$ cat config.mk
export PLATFORM = sky130hd
export DESIGN_NAME = if_fetch_ctrl_flat
export DESIGN_NICKNAME = d
export VERILOG_FILES = /design/src/rtl/if_fetch_ctrl_if.sv /design/src/rtl/if_fetch_ctrl.sv /design/src/flat_wrapper.sv
export SDC_FILE = /design/constraint.sdc
export NUM_CORES = 1
export LEC_CHECK = 0
export CAP_MARGIN = 20
export CORE_ASPECT_RATIO = 0.8
export CORE_MARGIN = 5
export CORE_UTILIZATION = 51
export CTS_BUF_LIST = sky130_fd_sc_hd__clkbuf_4 sky130_fd_sc_hd__clkbuf_8
export DETAILED_ROUTE_END_ITERATION = 12
export HOLD_SLACK_MARGIN = 0.05
export PLACE_DENSITY = 0.86
export SLEW_MARGIN = 5
export SYNTH_ARGS = -nofsm -noshare
export SYNTH_HDL_FRONTEND = slang
export SYNTH_SLANG_ARGS = --single-unit
$ cat constraint.sdc
create_clock -name clk -period 3.6 [get_ports clk]
set_clock_uncertainty 0.05 [all_clocks]
set_input_delay 0.72 -clock clk [delete_from_list [all_inputs] [get_ports clk]]
set_output_delay 0.72 -clock clk [all_outputs]
set_load 0.05 [all_outputs]
$ cat src/rtl/if_fetch_ctrl_if.sv
// Instruction-memory request/response bundle between the fetch sequencer and the memory.
// The memory accepts every request; the response arrives at least one cycle later.
interface if_fetch_ctrl_if;
  logic        req;
  logic [31:0] addr;
  logic        rvalid;
  logic [31:0] rdata;

  modport master (
    output req,
    output addr,
    input  rvalid,
    input  rdata
  );

  modport slave (
    input  req,
    input  addr,
    output rvalid,
    output rdata
  );
endinterface

$ cat src/rtl/if_fetch_ctrl.sv
// Fetch sequencer: one outstanding imem request, an output slot for IF/ID, delay-slot redirects
// and flush. Define IF_RANGE_CHECK_EN to turn bad fetch addresses into error nops.
module if_fetch_ctrl #(
  parameter logic [31:0] RESET_PC   = 32'h0000_3000,
  parameter int unsigned IMEM_WORDS = 4096
) (
  input  logic                  clk,
  input  logic                  reset,
  input  logic                  stall_i,
  input  logic                  redirect_i,
  input  logic [31:0]           redirect_pc_i,
  input  logic                  flush_i,
  input  logic [31:0]           flush_pc_i,
  if_fetch_ctrl_if.master       mem,
  output logic [31:0]           instr_o,
  output logic [31:0]           pc_o,
  output logic                  instr_valid_o,
  output logic                  fetch_err_o
);

  typedef enum logic [1:0] {StReq, StWait, StDrop} state_e;

  localparam logic [32:0] PcLimit = {1'b0, RESET_PC} + ({1'b0, 32'(IMEM_WORDS)} << 2);

  state_e      state_q, state_d;
  logic [31:0] fetch_pc_q, fetch_pc_d;
  logic [31:0] req_pc_q, req_pc_d;
  logic [31:0] instr_q, instr_d;
  logic [31:0] pc_q, pc_d;
  logic        valid_q, valid_d;
  logic        err_q, err_d;

  logic        consume, can_issue, range_bad, addr_err;

  assign consume   = valid_q && !stall_i;
  assign can_issue = !valid_q || !stall_i;
  assign range_bad = (fetch_pc_q[1:0] != 2'b00) || (fetch_pc_q < RESET_PC) ||
                     ({1'b0, fetch_pc_q} >= PcLimit);

`ifdef IF_RANGE_CHECK_EN
  assign addr_err = range_bad;
`else
  logic unused_range_bad;
  assign unused_range_bad = range_bad;
  assign addr_err         = 1'b0;
`endif

  assign mem.req  = (state_q == StReq) && can_issue && !flush_i && !reset && !addr_err;
  assign mem.addr = fetch_pc_q;

  always_comb begin
    state_d    = state_q;
    fetch_pc_d = fetch_pc_q;
    req_pc_d   = req_pc_q;
    instr_d    = instr_q;
    pc_d       = pc_q;
    valid_d    = valid_q;
    err_d      = err_q;

    // A consumed slot empties unless something below refills it this cycle.
    if (consume) begin
      valid_d = 1'b0;
    end

    unique case (state_q)
      StReq: begin
        if (flush_i) begin
          fetch_pc_d = flush_pc_i;
          valid_d    = 1'b0;
          err_d      = 1'b0;
        end else if (can_issue) begin
          if (addr_err) begin
            instr_d    = '0;
            pc_d       = fetch_pc_q;
            valid_d    = 1'b1;
            err_d      = 1'b1;
            fetch_pc_d = fetch_pc_q + 32'd4;
          end else begin
            // The address issuing now is the delay slot; the redirect takes effect after it.
            req_pc_d   = fetch_pc_q;
            fetch_pc_d = (redirect_i && consume) ? redirect_pc_i : fetch_pc_q + 32'd4;
            state_d    = StWait;
          end
        end
      end
      StWait: begin
        if (flush_i) begin
          fetch_pc_d = flush_pc_i;
          valid_d    = 1'b0;
          err_d      = 1'b0;
          state_d    = mem.rvalid ? StReq : StDrop;
        end else if (mem.rvalid) begin
          instr_d = mem.rdata;
          pc_d    = req_pc_q;
          valid_d = 1'b1;
          err_d   = 1'b0;
          state_d = StReq;
        end
      end
      StDrop: begin
        if (flush_i) begin
          fetch_pc_d = flush_pc_i;
          valid_d    = 1'b0;
          err_d      = 1'b0;
        end
        if (mem.rvalid) begin
          state_d = StReq;
        end
      end
      default: state_d = StReq;
    endcase
  end

  always_ff @(posedge clk) begin
    if (reset) begin
      state_q    <= StReq;
      fetch_pc_q <= RESET_PC;
      req_pc_q   <= RESET_PC;
      instr_q    <= '0;
      pc_q       <= RESET_PC;
      valid_q    <= 1'b0;
      err_q      <= 1'b0;
    end else begin
      state_q    <= state_d;
      fetch_pc_q <= fetch_pc_d;
      req_pc_q   <= req_pc_d;
      instr_q    <= instr_d;
      pc_q       <= pc_d;
      valid_q    <= valid_d;
      err_q      <= err_d;
    end
  end

  assign instr_o       = instr_q;
  assign pc_o          = pc_q;
  assign instr_valid_o = valid_q;
  assign fetch_err_o   = err_q;

endmodule

$ cat src/flat_wrapper.sv
// flat-port wrapper written by rule: the top's interface ports become plain ports
module if_fetch_ctrl_flat 
#(
  parameter logic [31:0] RESET_PC   = 32'h0000_3000,
  parameter int unsigned IMEM_WORDS = 4096
)
  (clk, reset, stall_i, redirect_i, redirect_pc_i, flush_i, flush_pc_i, instr_o, pc_o, instr_valid_o, fetch_err_o, mem_req, mem_addr, mem_rvalid, mem_rdata);
  if_fetch_ctrl_if mem_i ();
  input  logic clk;
  input  logic reset;
  input  logic stall_i;
  input  logic redirect_i;
  input  logic [31:0] redirect_pc_i;
  input  logic flush_i;
  input  logic [31:0] flush_pc_i;
  output logic [31:0] instr_o;
  output logic [31:0] pc_o;
  output logic instr_valid_o;
  output logic fetch_err_o;
  output wire logic [$bits(mem_i.req)-1:0] mem_req;
  output wire logic [$bits(mem_i.addr)-1:0] mem_addr;
  input wire logic [$bits(mem_i.rvalid)-1:0] mem_rvalid;
  input wire logic [$bits(mem_i.rdata)-1:0] mem_rdata;
  assign mem_req = mem_i.req;
  assign mem_addr = mem_i.addr;
  assign mem_i.rvalid = mem_rvalid;
  assign mem_i.rdata = mem_rdata;
  if_fetch_ctrl #(.RESET_PC(RESET_PC), .IMEM_WORDS(IMEM_WORDS)) u_core (.clk(clk), .reset(reset), .stall_i(stall_i), .redirect_i(redirect_i), .redirect_pc_i(redirect_pc_i), .flush_i(flush_i), .flush_pc_i(flush_pc_i), .mem(mem_i), .instr_o(instr_o), .pc_o(pc_o), .instr_valid_o(instr_valid_o), .fetch_err_o(fetch_err_o));
endmodule
==> results of run 1 <==
[cell families after synthesis]
kind of cell | after synthesis | synth area share (%)
XOR/XNOR | 4 | 0.594
flip-flops | 131 | 44.5
buffers and inverters | 66 | 4.50
adder cells (fa/ha/maj) | 5 | 1.06
AO/OA/AOI/OAI | 217 | 21.6
multiplexers | 1 | 0.170
AND/OR/NAND/NOR | 364 | 27.5
other | 1 | 0.0636
[power by group]
group / switching (mW) / internal (mW) / total (mW)
logic: 0.359 / 0.262 / 0.621
clock network: 0.561 / 0.506 / 1.07
registers: 0.0792 / 1.50 / 1.58
total: 0.999 / 2.27 / 3.27
[flip-flops by register name, indices dropped and copies added (netlist names)]
signal and count:
u_core.instr_o 32, u_core.mem.addr 32, u_core.pc_o 32, u_core.req_pc_q 32, u_core.state_q 2, u_core.instr_valid_o 1
[cells in the mapped netlist (3+ instances only)]
library cell,instances
nand2_1,235
a311oi_1,6
a21o_1,5
clkbuf_1,43
ha_1,5
buf_2,9
o21ai_0,21
nand4_1,10
buf_1,5
nor3_1,21
o21a_1,3
a211oi_1,6
dfxtp_1,131
nand3_1,29
a31o_2,3
a31oi_1,12
o211ai_1,5
and2_1,6
nor2_1,30
inv_1,5
or3_1,4
a21oi_1,133
and3_1,11
[worst max-delay path by stage]
stage,slack [ns],cells after the start,from,end
after floorplan,0.77,5,flush_i,mem_req
after global placement,0.68,5,flush_i,mem_req
after detailed placement,0.65,5,flush_i,mem_req
after CTS,0.65,5,flush_i,mem_req
after global routing,0.55,5,flush_i,mem_req
final,0.66,5,flush_i,mem_req
[critical path, delay by kind of cell]
| kind | cells | cell delay (ns) |
|---|---|---|
| compound gates | 1 | 0.27 |
| simple gates | 2 | 0.39 |
| buf+inv | 2 | 0.77 |
[per-layer routing]
layer / vias up / track usage (%) / wire length (um)
met5: - / 0 / 13
met1: 3006 / 35.2 / 7650
li1: 3076 / - / -
met4: 2 / 7.05 / 286
met3: 33 / 8.74 / 2030
met2: 305 / 40.9 / 8640
[through the flow]
| step | hold slack, ns | power, mW |
|---|---|---|
| final | 0.401 | 3.27 |
| after global routing | 0.416 | 3.39 |
| after CTS | 0.399 | 3.27 |
| after detailed placement | 0.395 | 2.23 |
| after global placement | 0.390 | 2.22 |
| after floorplan | 0.382 | 1.96 |
[cell type report]
| type | count | share of cell area [%] |
|---|---|---|
| multi-input cells | 592 | 36.2 |
| repair buffers | 216 | 25.8 |
| well taps | 148 | 2.22 |
| clock inverters | 9 | 0.721 |
| flip-flops and latches | 131 | 31.5 |
| clock buffers | 20 | 3.23 |
| inverters | 6 | 0.271 |
[cell usage in the layout (no fill, tap or decap), types with 11 or more instances in the layout]
cell / synthesis / routed
nand3_1: 29 / 29
clkdlybuf4s50_1: 0 / 197
nand2_1: 235 / 234
a31oi_1: 12 / 12
nor3_1: 21 / 21
a21oi_1: 133 / 133
o21ai_0: 21 / 21
clkbuf_8: 0 / 19
nor2_1: 30 / 29
and3_1: 11 / 11
dfxtp_1: 131 / 131
buf_4: 1 / 16
==> results.ini, run 1 <==
[grt]
grt_max_degree = 64
gr-total-overflow = 0
grt.total_usage_pct = 26.4
antenna_found_initial = 1
grt_pass1_wl_um = 29500
grt_pass1_vias = 5918

[worst_setup_path]
cp_slowest_cell = clkdlybuf4s50_1
crit_path_max_fanout = 11
timing.critical_path.cells = clkdlybuf4s50_1, a21oi_1, nand2_1, nor2_1, buf_12
critPathMaxStageDelay_ns = 0.59
ff2ff_setup_slack_ns = 1.20
crit_path_end_kind = primary output
r2r_start = u_core.state_q[0]$_SDFFE_PP0P_
cp.required_ns = 2.83
worst_ep_arrival_time_ns = 2.17
setup.worst_path.start_class = primary input
criticalPathCategory = in2out
reg2reg_to = u_core.mem.addr[13]$_SDFFE_PP1P_
worstRegToRegCells = 6

[clock_network]
cts_buffers = 17
path_clk_slew_ns = 0.07
clk_latency_ns = 0.43
cts_buffer_depth = 2
root_buffer = clkbuf_8
cts_resized = 0
post_cts_buffers = 0
cts_tree = done
cts.sink_count = 131
cts_hold_buf = 0
htree_levels = 4

[finish]
fillCellCount = 927
drive_gt1_share_pct = 6.57
nNetsFinal = 1071
stdcell_count = 1122
postLayoutCellArea_um2 = 8330
num_antenna_cells = 0
regArea_um2 = 2620
multi_input_area_um2 = 3010
area.growth.synth_to_final_pct = 41.2
final_util_pct = 72.8

[synthesis]
synth_seq_area_share_pct = 44.5
syn_inst = 789
ys_ff_latch = 131
synth_cell_types = 58
synth_top_area_cell = dfxtp_1
yosys_warnings = 0
async_reset_ff_share_pct = 0
synth_top_area_share_pct = 44.5
synth.avg_cell_area_um2 = 7.47
synth-edff-count = 0
yosys-top-cells-area = dfxtp_1, nand2_1, a21oi_1
ys.flop_type = dfxtp_1
synth.net_count = 896
netlist_area_um2 = 5900

[timing]
relSlewSlack_pct = 52.1
timing.fmax_mhz = 340
rsz0062_at_grt = no
hold_viol = 0
worst_pin_slew_ns = 0.718
min_period_ns = 2.94
setup_viol = 0
tns_ns = 0
slew_violations = 0
fin_ws_ns = 0.663
fin_crit_sh_pct = 81.6

[routing]
drc_errors = 0
avgViaCountPerCell = 5.72
antenna_left = 0
drtIter0Drc = 542
wl_um = 18600
drt_first_pass_iters = 5
vias = 6422
wl_per_cell_um = 16.6

[worst_hold_path]
min_path_cells = 2
min_to = u_core.pc_o[26]$_SDFFE_PP0P_
hp-class = reg2reg
worst_hold_startpoint = u_core.req_pc_q[26]$_SDFFE_PP0P_

[pwr]
p_per_area_nw_per_um2 = 393
p_leak_nw = 2.93
irDropWorstVdd_mv = 0.270

[floorplanning]
coreArea_um2 = 11400
die-area_um2 = 13800
die_w_um = 130
die_y_um = 106
initial_core_util_pct = 51.6
num_rows = 35
io_pins = 201

[placed_design]
place.gp.congestion = 0.891
dp_cells = 1093
dp_hpwl_um = 13100
dpl_cell_area_um2 = 8000
place_ws_ns = 0.649
port_buffers = 199

[run]
maxCapViolCount = 0

[status]
status = finished, final reports clean

Power figures use the tool's default switching activity.
==> run 2: changes to the inputs <==
- CORE_UTILIZATION: 51 -> 43
- PLACE_DENSITY: 0.86 -> 0.77
- clock period: 3.6 -> 2.7 ns (I/O delays scaled with it)
==> run 2 against run 1 <==
Combinational power up 36%. Final area up 2.8%. Register-to-register slack worse by 0.78 ns. Sequential power up 34%. Worst setup slack worse by 0.49 ns. Via count down 1.7%. Critical path depth down 4. Clock power up 70%. Count of clock-buffer cells in the layout down 1. Die area up 17%. Sequential cell count unchanged. Largest power group unchanged.
==> results.ini, run 2 (synthesis gave the netlist of run 1 again) <==
[floorplanning]
num_rows = 38
io_pins = 201
coreArea_um2 = 13500
initial_core_util_pct = 43.7
die_y_um = 115
die-area_um2 = 16200
die_w_um = 141

[timing]
slew_violations = 0
setup_viol = 0
fin_ws_ns = 0.173
whs_ns = 0.404
min_period_ns = 2.53
worst_pin_slew_ns = 0.564
timing.fmax_mhz = 396
relSlewSlack_pct = 62.1
rsz0062_at_grt = no
fin_crit_sh_pct = 93.6
hold_viol = 0
tns_ns = 0

[routing]
drtIter0Drc = 386
avgViaCountPerCell = 5.42
drt_first_pass_iters = 5
wl_per_cell_um = 16.5
drc_errors = 0
antenna_left = 0
vias = 6313
wl_um = 19300

[finish]
layout_common_cells = nand2_1, clkdlybuf4s50_1, a21oi_1
area.growth.synth_to_final_pct = 45.1
drive_gt1_share_pct = 7.52
fillCellCount = 1264
num_antenna_cells = 0
final_util_pct = 63.4
final_common_cell = nand2_1
nNetsFinal = 1079

[clock_network]
clk_latency_ns = 0.44
path_clk_slew_ns = 0.08
cts.sink_count = 131
post_cts_buffers = 0
root_buffer = clkbuf_8
cts_buffers = 17
cts_resized = 0
cts_buffer_depth = 2
htree_levels = 4
cts_hold_buf = 0
cts_tree = done

[worst_setup_path]
setup.worst_path.start_class = register
critPathMaxStageDelay_ns = 0.90
critical_path.top_delay_family = buffers and inverters
crit_path_max_fanout = 10
worst_ep_arrival_time_ns = 1.94
path_depth = 1
critical_path.startpoint = u_core.mem.addr[6]$_SDFFE_PP0P_
ff2ff_setup_slack_ns = 0.42
criticalPathCategory = reg2out
endpoint = mem_addr[6]
cp.required_ns = 2.11
r2r_start = u_core.state_q[0]$_SDFFE_PP0P_
worstRegToRegCells = 6
reg2reg_to = u_core.mem.addr[11]$_SDFFE_PP0P_
cp_slowest_cell = clkdlybuf4s50_1
crit_path_end_kind = primary output
timing.critical_path.cells = clkdlybuf4s50_1
cp_num_buf_inv = 1

[pwr]
finalPower_mw = 4.77
switchingPower_mw = 1.37
seq_power_share_pct = 44.2
p_clk_share_pct = 38.1
p_per_area_nw_per_um2 = 558
p_int_mw = 3.41
switching_share_pct = 28.7
comb_power_share_pct = 17.7
irDropWorstVdd_mv = 0.371
p_leak_nw = 3.02

[grt]
antenna_found_initial = 0
grt.total_usage_pct = 23.3
gr-total-overflow = 0
grt_pass1_vias = 6013
grt_pass1_wl_um = 30600
grt_max_degree = 49

[placed_design]
place.gp.congestion = 0.911
dp_hpwl_um = 14000
port_buffers = 199
place_ws_ns = 0.250

[run]
maxCapViolCount = 0

[worst_hold_path]
hp-class = reg2reg
min_path_cells = 2

[status]
status = finished, final reports clean

[run 2: cell types whose count changed in the layout (fill, tap and decap cells not counted)]
cell and delta:
clkinv_4 +1, bufinv_16 +4, clkinvlp_4 -1, buf_4 +6, clkbuf_8 -1, inv_6 +1, buf_12 +2, clkinv_2 -2
[run 2: worst min path at each step]
stage | slack, ns | endpoint | startpoint
floorplan | 0.38 | u_core.pc_o[0]$_SDFFE_PP0P_ | u_core.req_pc_q[0]$_SDFFE_PP0P_
global placement | 0.39 | u_core.pc_o[0]$_SDFFE_PP0P_ | u_core.req_pc_q[0]$_SDFFE_PP0P_
detailed placement | 0.39 | u_core.pc_o[30]$_SDFFE_PP0P_ | u_core.req_pc_q[30]$_SDFFE_PP0P_
CTS | 0.40 | u_core.pc_o[11]$_SDFFE_PP0P_ | u_core.req_pc_q[11]$_SDFFE_PP0P_
global route | 0.41 | u_core.pc_o[30]$_SDFFE_PP0P_ | u_core.req_pc_q[30]$_SDFFE_PP0P_
finish | 0.40 | u_core.pc_o[11]$_SDFFE_PP0P_ | u_core.req_pc_q[11]$_SDFFE_PP0P_
[run 2: metrics by stage]
step / instance area (um^2) / instances
6_report: 8560 / 1164
5_1_grt: 8560 / 1164
4_1_cts: 8560 / 1164
3_5_place_dp: 8120 / 1133
3_3_place_gp: 8120 / 1133
2_1_floorplan: 5900 / 789
[run 2: layout make-up]
cell class	count	area, um^2	area share (%)
timing repair buffer	224	2240	26.1
sequential	131	2620	30.6
inverter	6	22.5	0.263
clock inverter	12	180	2.11
multi-input combinational	592	3010	35.2
tap	180	225	2.63
clock buffer	19	255	2.98
[run 2: power by group through the flow]
stage | Clock [mW] | Combinational (mW) | Sequential [mW]
detailed placement | 0 | 0.843 | 2.15
global placement | 0 | 0.837 | 2.15
finish | 1.82 | 0.847 | 2.11
floorplan | 0 | 0.312 | 2.30
CTS | 1.85 | 0.848 | 2.11
global route | 1.93 | 0.907 | 2.12
[run 2: worst reg2reg max path, stage by stage, from the launching register on]
cell,delay (ns)
dfxtp_1,0.36
inv_1,0.09
ha_1,0.40
or2_1,0.44
nor2_1,0.42
o21ai_0,0.17
a311oi_1,0.27
[run 2: per-layer routing]
layer / vias to the layer above / global-route usage (%) / share of wire, %
met4: 0 / 7.23 / 1.9
li1: 3110 / - / -
met5: - / 0 / 0
met1: 2905 / 31.8 / 45
met3: 33 / 6.82 / 8.2
met2: 265 / 36.1 / 45
